`src/rtl/div_operand_feeder.sv`:
```
// Operand feeder/result collector wrapped around a restoring divider: buffers operand pairs,
// screens divide-by-zero and quotient overflow, launches the divider and returns results.
module div_operand_feeder #(
   parameter int unsigned DEPTH   = 2,
   parameter int unsigned TIMEOUT = 1024
) (
   input  logic        clk,
   input  logic        rst,
   input  logic        in_valid,
   output logic        in_ready,
   input  logic [11:0] in_A,
   input  logic [5:0]  in_Q,
   output logic        div_start,
   output logic [11:0] div_A,
   output logic [5:0]  div_Q,
   input  logic [5:0]  div_Quotient,
   input  logic [5:0]  div_Rem,
   input  logic        div_done,
   output logic        out_valid,
   input  logic        out_ready,
   output logic [5:0]  out_quotient,
   output logic [5:0]  out_rem,
   output logic [2:0]  out_err,
   output logic        busy
);

   localparam int unsigned AW = (DEPTH > 1) ? $clog2(DEPTH) : 1;
   localparam int unsigned CW = $clog2(TIMEOUT + 1);

   typedef enum logic [1:0] {StIdle, StLaunch, StWait, StResp} state_e;

   state_e          r_state, w_state_nxt;
   logic [11:0]     r_mem_a [DEPTH];
   logic [5:0]      r_mem_q [DEPTH];
   logic [AW-1:0]   r_wptr, r_rptr;
   logic [AW:0]     r_count;
   logic [11:0]     r_div_a, w_div_a_nxt;
   logic [5:0]      r_div_q, w_div_q_nxt;
   logic [CW-1:0]   r_tmo, w_tmo_nxt;
   logic            r_done_prev;
   logic [5:0]      r_out_q, w_out_q_nxt;
   logic [5:0]      r_out_r, w_out_r_nxt;
   logic [2:0]      r_out_err, w_out_err_nxt;

   logic        w_push, w_pop, w_empty, w_full;
   logic [11:0] w_head_a;
   logic [5:0]  w_head_q;
   logic        w_dz, w_ov, w_done_edge;

   assign w_empty     = (r_count == '0);
   assign w_full      = (r_count == (AW+1)'(DEPTH));
   assign w_push      = in_valid && !w_full;
   assign w_head_a    = r_mem_a[r_rptr];
   assign w_head_q    = r_mem_q[r_rptr];
   assign w_dz        = (w_head_q == 6'd0);
   // Quotient fits in 6 bits only when the upper dividend half is below the divisor.
   assign w_ov        = !w_dz && (w_head_a[11:6] >= w_head_q);
   assign w_done_edge = div_done && !r_done_prev;

   always_ff @(posedge clk) begin
      if (w_push) begin
         r_mem_a[r_wptr] <= in_A;
         r_mem_q[r_wptr] <= in_Q;
      end
   end

   always_ff @(posedge clk or posedge rst) begin
      if (rst) begin
         r_wptr      <= '0;
         r_rptr      <= '0;
         r_count     <= '0;
         r_state     <= StIdle;
         r_div_a     <= '0;
         r_div_q     <= '0;
         r_tmo       <= '0;
         r_done_prev <= 1'b0;
         r_out_q     <= '0;
         r_out_r     <= '0;
         r_out_err   <= '0;
      end else begin
         if (w_push) r_wptr <= r_wptr + 1'b1;
         if (w_pop)  r_rptr <= r_rptr + 1'b1;
         if (w_push && !w_pop)      r_count <= r_count + 1'b1;
         else if (!w_push && w_pop) r_count <= r_count - 1'b1;
         r_state     <= w_state_nxt;
         r_div_a     <= w_div_a_nxt;
         r_div_q     <= w_div_q_nxt;
         r_tmo       <= w_tmo_nxt;
         r_done_prev <= div_done;
         r_out_q     <= w_out_q_nxt;
         r_out_r     <= w_out_r_nxt;
         r_out_err   <= w_out_err_nxt;
      end
   end

   always_comb begin
      w_state_nxt   = r_state;
      w_pop         = 1'b0;
      w_div_a_nxt   = r_div_a;
      w_div_q_nxt   = r_div_q;
      w_tmo_nxt     = r_tmo;
      w_out_q_nxt   = r_out_q;
      w_out_r_nxt   = r_out_r;
      w_out_err_nxt = r_out_err;
      unique case (r_state)
         StIdle: begin
            if (!w_empty) begin
               w_pop = 1'b1;
               if (w_dz || w_ov) begin
                  w_out_err_nxt = {1'b0, w_ov, w_dz};
                  w_out_q_nxt   = '0;
                  w_out_r_nxt   = '0;
                  w_state_nxt   = StResp;
               end else begin
                  w_div_a_nxt = w_head_a;
                  w_div_q_nxt = w_head_q;
                  w_state_nxt = StLaunch;
               end
            end
         end
         StLaunch: begin
            w_tmo_nxt   = '0;
            w_state_nxt = StWait;
         end
         StWait: begin
            if (w_done_edge) begin
               w_out_q_nxt   = div_Quotient;
               w_out_r_nxt   = div_Rem;
               w_out_err_nxt = 3'b000;
               w_state_nxt   = StResp;
            end else if (r_tmo == CW'(TIMEOUT - 1)) begin
               w_out_q_nxt   = '0;
               w_out_r_nxt   = '0;
               w_out_err_nxt = 3'b100;
               w_state_nxt   = StResp;
            end else begin
               w_tmo_nxt = r_tmo + 1'b1;
            end
         end
         StResp: begin
            if (out_ready) w_state_nxt = StIdle;
         end
         default: w_state_nxt = StIdle;
      endcase
   end

   assign in_ready     = !w_full;
   assign div_start    = (r_state == StLaunch);
   assign div_A        = r_div_a;
   assign div_Q        = r_div_q;
   assign out_valid    = (r_state == StResp);
   assign out_quotient = r_out_q;
   assign out_rem      = r_out_r;
   assign out_err      = r_out_err;
   assign busy         = (r_state != StIdle) || !w_empty;

endmodule

```
`config.mk`:
```
export PLATFORM = sky130hd
export DESIGN_NAME = div_operand_feeder
export DESIGN_NICKNAME = d
export VERILOG_FILES = /design/src/rtl/div_operand_feeder.sv
export SDC_FILE = /design/constraint.sdc
export NUM_CORES = 1
export LEC_CHECK = 0
export CAP_MARGIN = 10
export CORE_MARGIN = 5
export CORE_UTILIZATION = 55
export DETAILED_ROUTE_END_ITERATION = 12
export PLACE_DENSITY = 0.83
export SETUP_SLACK_MARGIN = 0.3
export SYNTH_ARGS = -nofsm -noshare
export SYNTH_HDL_FRONTEND = slang
export SYNTH_SLANG_ARGS = --single-unit
```
`constraint.sdc`:
```
create_clock -name clk -period 7.56 [get_ports clk]
set_clock_uncertainty 0.1 [all_clocks]
set_input_delay 0.756 -clock clk [delete_from_list [all_inputs] [get_ports clk]]
set_output_delay 0.756 -clock clk [all_outputs]
set_load 0.005 [all_outputs]
```
==> results.py <==
metrics = {
    "outcome": {
        "run_status": "completed",
    },
    "synthesis": {
        "synthXorXnorAreaFrac_pct": 2.03,
        "synth.distinct_cells": 49,
        "ys_seq_area_share_pct": 60.6,
        "syn_area_um2": 3890,
        "muxShareOfSynthArea_pct": 13.8,
        "synth-async-reset-ratio_pct": 58.6,
        "syn_avg_cell_area_um2": 13.4,
        "ys_warn_count": 0,
        "syn_inst": 291,
        "ys_ff_latch": 87,
        "synth_adder_area_share_pct": 3.86,
        "ys.flop_type": "dfrtp_1",
        "synth_nets": 338,
        "synth_compound_area_share_pct": 5.63,
        "synth_edf_count": 36,
        "synth-simple-area-share_pct": 9.04,
        "synth_top_family_by_area": "multiplexers",
    },
    "clocking": {
        "numCtsBuffers": 9,
        "clk_pin_slew_ns": 0.08,
        "htree_levels": 3,
        "hold_buffers": 0,
        "clkLatencyLatePin_ns": 0.35,
        "cts_sinks": 87,
        "root_buffer": "clkbuf_8",
        "cts_setup_buffers": 0,
        "cts_tree": "built",
        "clk_path_buf_depth": 2,
        "ctsResizeCount": 0,
    },
    "sta": {
        "fin_crit_sh_pct": 49.9,
        "relSlewSlack_pct": 29.6,
        "setup_tns_ns": 0,
        "rsz0062_at_grt": "false",
        "min_period_ns": 3.77,
        "slew_violations": 0,
        "finalHoldViolCount": 0,
        "tightest_slew_ns": 1.05,
        "fmax_mhz": 265,
        "setup_viol": 0,
    },
    "floorplanning": {
        "dieArea_um2": 8850,
        "initial_core_util_pct": 56.9,
        "io_pins": 72,
        "fp-row-count": 30,
        "dieHeight_um": 94.1,
        "coreArea_um2": 6830,
        "die_w_um": 94.1,
    },
    "layout": {
        "post-route-util_pct": 70.0,
        "layout.nets": 410,
        "drive_above_1_share_pct": 12.3,
        "fillCellCount": 506,
        "syn_to_final_growth_pct": 23.0,
        "diodes": 0,
    },
    "route": {
        "drcViolationCount": 0,
        "wire_per_inst_um": 16.2,
        "vias": 2438,
        "postRouteAntennaNets": 0,
        "first_pass_iters": 5,
        "drt_iter0_markers": 82,
        "viasPerCell": 5.27,
        "routed_wl_mm": 7.49,
    },
    "critical_path": {
        "r2r_slack_ns": 3.79,
        "start_kind": "register",
        "crit_path_end": "div_A[8]$_DFFE_PP0P_",
        "critPathRequiredTime_ns": 7.69,
        "arrival_ns": 3.90,
        "setup.worst_path.start": "r_rptr$_DFFE_PP0P_",
        "timing.rr.start": "r_rptr$_DFFE_PP0P_",
        "crit_fanout": 21,
        "crit_type": "reg2reg",
        "end_kind": "register",
        "r2r-end": "div_A[8]$_DFFE_PP0P_",
        "reg2reg_depth": 7,
    },
    "global_routing": {
        "grt_use_total_pct": 17.7,
        "grt-ovfl-total": 0,
        "grt_max_degree": 52,
        "grt_pass1_vias": 2504,
        "grt_pass1_wl_mm": 12.0,
        "grt_antenna_before_repair": 0,
    },
    "hold_path": {
        "holdCritPathClass": "reg2reg",
    },
    "placement": {
        "globalplace.congestion": 0.807,
        "numPortBuffers": 71,
        "place_hpwl_mm": 5.29,
    },
    "power": {
        "ir_drop_mv": 0.204,
        "power_density_nw_per_um2": 366,
        "cellLeakagePower_nw": 1.91,
    },
    "flow_run": {
        "maxCapViolCount": 0,
    },
}
flip-flops by register name (all words and copies together) (netlist names):
signal / cells
out_quotient: 6
r_mem_q: 12
div_A: 12
div_Q: 6
out_rem: 6
r_rptr: 1
r_state: 2
r_done_prev: 1
r_count: 2
r_mem_a: 24
out_err: 3
r_wptr: 1
r_tmo: 11
logic make-up after synthesis:
family | after synthesis
buffers and inverters | 39
muxes | 49
AOI/OAI and AO/OA | 31
xor gates and xnor gates | 9
adders and majority gates | 12
DFF | 87
and+or+nand+nor | 64
per-stage QoR:
step	cells	power, W	hold slack [ns]	cell area [µm²]	worst slack [ns]
6_report	463	0.00175	0.414	4780	3.79
5_1_grt	463	0.00186	0.433	4780	3.57
4_1_cts	463	0.00177	0.417	4780	3.80
3_5_place_dp	448	0.00150	0.394	4630	3.81
3_3_place_gp	448	0.00147	0.397	4630	3.88
2_1_floorplan	291	0.00125	0.360	3890	4.83
layer usage:
metal / track usage, % / part of all wire (%) / vias to the layer above
met5: 0 / 0 / -
met3: 3.45 / 3.9 / 12
met4: 8.18 / 1.5 / 0
li1: - / - / 1173
met2: 29.2 / 52 / 57
met1: 22.5 / 42 / 1196
where the power goes:
group	internal (W)	switching [W]	total, W
registers	0.000641	0.000100	0.000741
logic	0.000402	0.000344	0.000746
clock network	0.000116	0.000149	0.000265
how the worst min path moves through the flow:
stage,from,end,slack [ns],cells after the start
after floorplan,r_wptr$_DFFE_PP0P_,r_wptr$_DFFE_PP0P_,0.36,1
after global placement,r_wptr$_DFFE_PP0P_,r_wptr$_DFFE_PP0P_,0.40,1
after detailed placement,div_A[0]$_DFFE_PP0P_,div_A[0]$_DFFE_PP0P_,0.39,1
after CTS,r_wptr$_DFFE_PP0P_,r_wptr$_DFFE_PP0P_,0.42,1
after global routing,r_count[1]$_DFFE_PP0P_,r_count[1]$_DFFE_PP0P_,0.43,1
final,div_A[0]$_DFFE_PP0P_,div_A[0]$_DFFE_PP0P_,0.41,1
worst max-delay path, stage by stage, from the launching register on:
cell and delay (ns):
dfrtp_1 0.99, mux2_2 0.44, ha_1 0.31, a21o_1 0.15, a31oi_1 0.18, o21ai_1 0.19, nor3_4 0.87, mux2_2 0.42
cells in the mapped netlist, types with 3 or more instances:
cell type	n	area (µm²)
clkbuf_1	4	15.0
mux2i_1	25	250
nor3_1	4	20.0
inv_1	29	109
nand2b_1	3	18.8
a21oi_1	4	20.0
xnor2_1	7	61.3
nand2_1	20	75.1
ha_1	12	150
nand3_1	8	40.0
nor2_1	10	37.5
mux2_4	4	60.1
mux2_2	20	225
dfrtp_1	51	1280
a21o_1	3	22.5
o21ai_0	7	35.0
o31ai_1	3	22.5
edfxtp_1	36	1080
cell type report:
type	instances	area, µm²	share of cell area, %
multi-input combinational	165	1340	28.0
tap	96	120	2.51
timing repair buffer	71	711	14.9
clock inverter	3	15.0	0.314
clock buffer	12	135	2.82
inverter	29	109	2.28
sequential	87	2360	49.3
cells in the final DEF, fill, tap and decap left out, types with 7 or more instances in the layout:
cell | Yosys | routed
ha_1 | 12 | 12
nor2_1 | 10 | 9
clkbuf_8 | 0 | 9
o21ai_0 | 7 | 7
mux2_2 | 20 | 20
clkdlybuf4s50_1 | 0 | 71
mux2i_1 | 25 | 25
inv_1 | 29 | 28
edfxtp_1 | 36 | 36
nand3_1 | 8 | 8
dfrtp_1 | 51 | 51
nand2_1 | 20 | 20
xnor2_1 | 7 | 7
Power figures use the tool's default switching activity.
